<file path="config.mk">
export PLATFORM = sky130hd
export DESIGN_NAME = period_meter
export DESIGN_NICKNAME = d
export VERILOG_FILES = /design/src/rtl/period_meter_pkg.sv /design/src/rtl/period_meter_sync_edge_det.sv /design/src/rtl/period_meter.sv
export SDC_FILE = /design/constraint.sdc
export NUM_CORES = 1
export LEC_CHECK = 0
export ABC_AREA = 1
export CORE_UTILIZATION = 24
export DETAILED_ROUTE_END_ITERATION = 10
export GPL_TIMING_DRIVEN = 0
export PLACE_DENSITY = 0.54
export SLEW_MARGIN = 20
export SYNTH_ARGS = -nofsm -noshare
export SYNTH_HDL_FRONTEND = slang
export SYNTH_SLANG_ARGS = --single-unit
</file>
<file path="constraint.sdc">
create_clock -name clk -period 1.75 [get_ports clk]
set_clock_uncertainty 0.15 [all_clocks]
set_input_delay 0.175 -clock clk [delete_from_list [all_inputs] [get_ports clk]]
set_output_delay 0.175 -clock clk [all_outputs]
set_load 0.03 [all_outputs]
</file>
<file path="src/rtl/period_meter_pkg.sv">
// Shared definitions for the period meter: FSM encoding and default sizing.
// The sync/edge stage is also used by other blocks that consume divided clocks.
package period_meter_pkg;

  localparam int DEF_CNT_W       = 16;
  localparam int DEF_SYNC_STAGES = 2;

  typedef enum logic [1:0] {
    ST_WAIT_FIRST = 2'd0,
    ST_MEASURE    = 2'd1,
    ST_TIMEOUT    = 2'd2
  } state_t;

endpackage

</file>
<file path="src/rtl/period_meter_sync_edge_det.sv">
// Multi-flop synchroniser for an asynchronous level, followed by a one-flop
// edge history that yields single-cycle rise and fall indications.
module sync_edge_det
  import period_meter_pkg::*;
#(
  parameter int STAGES = DEF_SYNC_STAGES
) (
  input  logic clk,
  input  logic reset_n,
  input  logic d,
  output logic rise,
  output logic fall
);

  logic [STAGES-1:0] sync_q;
  logic              prev;

  always_ff @(posedge clk or negedge reset_n) begin
    if (!reset_n) begin
      sync_q <= '0;
      prev   <= 1'b0;
    end else begin
      sync_q <= {sync_q[STAGES-2:0], d};
      prev   <= sync_q[STAGES-1];
    end
  end

  assign rise = sync_q[STAGES-1] & ~prev;
  assign fall = ~sync_q[STAGES-1] & prev;

endmodule

</file>
<file path="src/rtl/period_meter.sv">
// Measures period and high time of a slow square wave in clk cycles, with a
// one-cycle valid strobe per input cycle and a loss-of-activity timeout.
module period_meter
  import period_meter_pkg::*;
#(
  parameter int CNT_W       = DEF_CNT_W,
  parameter int SYNC_STAGES = DEF_SYNC_STAGES
) (
  input  logic             clk,
  input  logic             reset_n,
  input  logic             sig_in,
  output logic [CNT_W-1:0] period,
  output logic [CNT_W-1:0] high_time,
  output logic             valid,
  output logic             locked,
  output logic             timeout
);

  localparam logic [CNT_W-1:0] CNT_MAX = '1;
  localparam logic [CNT_W-1:0] CNT_ONE = CNT_W'(1);

  // The counter saturates instead of wrapping; reaching the top means lost input.
  function automatic logic at_max(input logic [CNT_W-1:0] c);
    return c == CNT_MAX;
  endfunction

  logic rise;
  logic fall;

  sync_edge_det #(
    .STAGES (SYNC_STAGES)
  ) u_sync_edge_det (
    .clk     (clk),
    .reset_n (reset_n),
    .d       (sig_in),
    .rise    (rise),
    .fall    (fall)
  );

  state_t           state;
  state_t           state_next;
  logic [CNT_W-1:0] cnt;
  logic [CNT_W-1:0] cnt_next;
  logic [CNT_W-1:0] hi_cnt;
  logic [CNT_W-1:0] hi_cnt_next;
  logic [CNT_W-1:0] period_next;
  logic [CNT_W-1:0] high_time_next;
  logic             valid_next;
  logic             locked_next;
  logic             timeout_next;

  always_ff @(posedge clk or negedge reset_n) begin
    if (!reset_n) begin
      state <= ST_WAIT_FIRST;
    end else begin
      state <= state_next;
    end
  end

  always_comb begin
    state_next     = state;
    cnt_next       = cnt;
    hi_cnt_next    = hi_cnt;
    period_next    = period;
    high_time_next = high_time;
    valid_next     = 1'b0;
    locked_next    = locked;
    timeout_next   = timeout;
    case (state)
      ST_WAIT_FIRST: begin
        if (rise) begin
          state_next  = ST_MEASURE;
          cnt_next    = CNT_ONE;
          hi_cnt_next = '0;
        end
      end
      ST_MEASURE: begin
        if (rise) begin
          period_next    = cnt;
          high_time_next = hi_cnt;
          valid_next     = 1'b1;
          locked_next    = 1'b1;
          cnt_next       = CNT_ONE;
          hi_cnt_next    = '0;
        end else begin
          if (fall) begin
            hi_cnt_next = cnt;
          end
          // A rise at the saturated count still wins (handled above).
          if (at_max(cnt)) begin
            state_next   = ST_TIMEOUT;
            timeout_next = 1'b1;
            locked_next  = 1'b0;
          end else begin
            cnt_next = cnt + CNT_ONE;
          end
        end
      end
      ST_TIMEOUT: begin
        if (rise) begin
          state_next   = ST_MEASURE;
          timeout_next = 1'b0;
          cnt_next     = CNT_ONE;
          hi_cnt_next  = '0;
        end
      end
      default: begin
        state_next = ST_WAIT_FIRST;
      end
    endcase
  end

  always_ff @(posedge clk or negedge reset_n) begin
    if (!reset_n) begin
      cnt       <= '0;
      hi_cnt    <= '0;
      period    <= '0;
      high_time <= '0;
      valid     <= 1'b0;
      locked    <= 1'b0;
      timeout   <= 1'b0;
    end else begin
      cnt       <= cnt_next;
      hi_cnt    <= hi_cnt_next;
      period    <= period_next;
      high_time <= high_time_next;
      valid     <= valid_next;
      locked    <= locked_next;
      timeout   <= timeout_next;
    end
  end

endmodule
</file>
==> flow_summary.yaml <==
setup_path:
  crit_chain: "clkdlybuf4s50_1"
  path_buf_inv: 1
  cp.required_ns: 1.42
  rr_worst_depth: 9
  slowest_stage: "clkdlybuf4s50_1"
  cp.depth: 1
  cp-end-kind: "primary output"
  r2r-end: "cnt[15]"
  path_delay_family: "buffers and inverters"
  rrSetupSlack_ns: 0.07
  r2r_start: "cnt[0]"
  cpPeakStageDelay_ns: 0.68
  path_class: "flip-flop to primary output"
  cp_max_fo: 2
  crit_path_start_kind: "flip-flop"
  crit_arrival_ns: 1.38
synthesis:
  yosysSeqAreaShare_pct: 57.95
  synthArstFlopShare_pct: 100.0
  synth-main-ff-cell: "dfrtp_1"
  synth-edff-count: 0
  netlist_instances: 345
  avgSynthCellArea_um2: 9.012
  synth_compound_area_share_pct: 11.91
  synth_mux_area_share_pct: 0
  syn_nets: 350
  synth-seq-cells: 72
  yosys.area_share.simple_pct: 21.89
  synth_area_um2: 3109
  synth_xor_area_share_pct: 0.2817
  synth_top_family_by_area: "simple AND/OR/NAND/NOR gates"
  synthAdderAreaFrac_pct: 0.8048
  synthesis.yosys.warnings: 0
  ys_types: 25
cts:
  cts_made_buffers: 9
  clock_latency_ns: 0.34
  clock-sinks: 72
  cts_tree: "built"
  root_buffer: "clkbuf_16"
  clk_pin_slew_ns: 0.06
  htreeDepth: 3
  cts_buffer_depth: 2
floorplan:
  coreArea_um2: 12620
  ios: 38
  die_w_um: 115.8
  num_rows: 41
  die_area_um2: 13410
  fp.dieH_um: 115.8
  start_util_pct: 24.64
cells_and_area:
  mostFrequentLayoutCell: "nand2_1"
  final_cell_mix: "nand2_1 (90), dfrtp_1 (70), inv_1 (35), o21ai_1 (35), clkdlybuf4s50_1 (35)"
  insertedDiodeCount: 0
  synthToLayoutAreaGrowth_pct: 34.81
  drive_gt1_share_pct: 17.32
  design_area_um2: 4192
  final_nets: 410
drt:
  top_layer_used: "met4"
  drtIter0Drc: 176
  wl_um: 7515
  drc: 0
  viasPerCell: 4.359
  wl_per_cell_um: 12.91
  antenna_left: 0
  routed-wl-met2_um: 3561
  wl_met1_um: 3559
  route.met3.wl_um: 260
  dr_total_vias: 2537
  first_pass_iters: 4
global_route:
  antenna_found_initial: 0
  grt_max_degree: 39
  grtUsageTotal_pct: 12.55
  grt_pass1_vias: 2584
  grt_first_pass_wirelength_um: 12800
  grt_overflow: 0
timing:
  finalMaxSlewViolations: 0
  setup-tns-final_ns: 0
  relSlewSlack_pct: 68.44
  grt_setup_unrepaired: "true"
  worstMarginPinSlew_ns: 0.4734
  holdWs_ns: 0.1270
  min_period_over_period_pct: 97.18
  fmax_mhz: 588.0
  setup_ws_ns: 0.04927
  setup-violations-final: 0
  finalHoldViolations: 0
  fin_crit_ns: 1.701
hold_path:
  min-delay-start: "sig_in"
  hold_class: "primary input to flip-flop"
  holdPathStages: 1
  hold_end: "u_sync_edge_det.sync_q[0]"
power_and_ir_drop:
  cell_internal_pwr_w: 0.003236
  p_total_w: 0.004564
  p_sw_w: 0.001329
  p_sw_share_pct: 29.11
  leakage_nw: 1.791
  seq_power_share_pct: 41.8
  pwr-share-clk_pct: 39.3
  max-vdd-ir-drop_v: 0.0004808
  powerDensity_nw_per_um2: 1089
  pwr-share-comb_pct: 18.9
placement:
  port_buffers: 37
  dpl_cell_area_um2: 3712
  place_hpwl_um: 5341
  pre_cts_slack_ns: -0.2339
  routabilityCongestion: 0.8328
job:
  maxCapViolCount: 0
status:
  status: "complete, no violations"
cells in the mapped netlist, types with 3 or more instances:
library cell  instances  area (um2)
nand4_1               7       43.79
nand3_1              19       95.09
inv_1                36       135.1
dfrtp_1              72        1802
buf_2                 8       40.04
nand2_1              92       345.3
inv_2                 5       18.77
nor2_4                3       33.78
o21ai_1              35       175.2
o21ai_0              12       60.06
nor2_2                7       43.79
nor2_1               16       60.06
o22ai_1              15       93.84
stage by stage:
step	util, %	cells
4_1_cts	32.44	577
2_1_floorplan	-	345
3_3_place_gp	29.28	554
3_5_place_dp	29.42	555
6_report	33.21	582
5_1_grt	33.21	582
worst max-delay path by stage:
| stage | start | to | slack [ns] |
|---|---|---|---|
| 2_1_floorplan | u_sync_edge_det.sync_q[1] | cnt[15] | 0.02 |
| 3_3_place_gp | reset_n | period[13] | -2.14 |
| 3_5_place_dp | u_sync_edge_det.sync_q[1] | cnt[15] | -0.23 |
| 4_1_cts | u_sync_edge_det.prev | period[14] | 0.007 |
| 5_1_grt | cnt[1] | cnt[7] | -0.03 |
| 6_report | high_time[15] | high_time[15] | 0.05 |
cells by family (layout without fill, tap and decap cells):
| family | Yosys count | count (layout) |
|---|---|---|
| adder cells (fa/ha/maj) | 2 | 2 |
| AND/OR/NAND/NOR | 152 | 152 |
| flip-flops | 72 | 72 |
| AO/OA/AOI/OAI | 66 | 66 |
| XOR/XNOR | 1 | 1 |
| buffers and inverters | 52 | 117 |
layout make-up:
cell class,instances,area (um2)
Clock inverter,6,60.06
Sequential cell,72,1804
Inverter,42,160.2
Buffer,10,85.08
Tap cell,172,215.2
Timing Repair Buffer,49,488.0
Fill cell,1328,8428
Clock buffer,10,229.0
Multi-Input combinational cell,221,1150
routing by layer:
metal  up-vias  GRT usage (%)
met1      1229          16.25
li1       1251              -
met4         0          5.897
met5         -              0
met3        12          3.138
met2        45          19.68
sequential cells by signal, summed over array words and instances, names as in the netlist:
signal	cells
high_time	16
hi_cnt	16
u_sync_edge_det.sync_q	2
cnt	16
timeout	1
u_sync_edge_det.prev	1
period	16
locked	1
state	2
valid	1
repair_timing:
item,in CTS,in global routing
buffers inserted,5,5
hold endpoints to repair,34,0
hold buffers,1,0
pin swaps,2,4
resized for setup,7,22
setup endpoints to repair,46,59
power by group through the flow:
stage | registers, W | clock network (W) | logic (W)
global route | 0.00193 | 0.00189 | 0.000960
floorplan | 0.00205 | 0 | 0.000352
detailed placement | 0.00194 | 0 | 0.000770
CTS | 0.00190 | 0.00183 | 0.000840
finish | 0.00191 | 0.00179 | 0.000863
global placement | 0.00194 | 0 | 0.000762
Note: power is estimated with default switching activity, not from simulation.
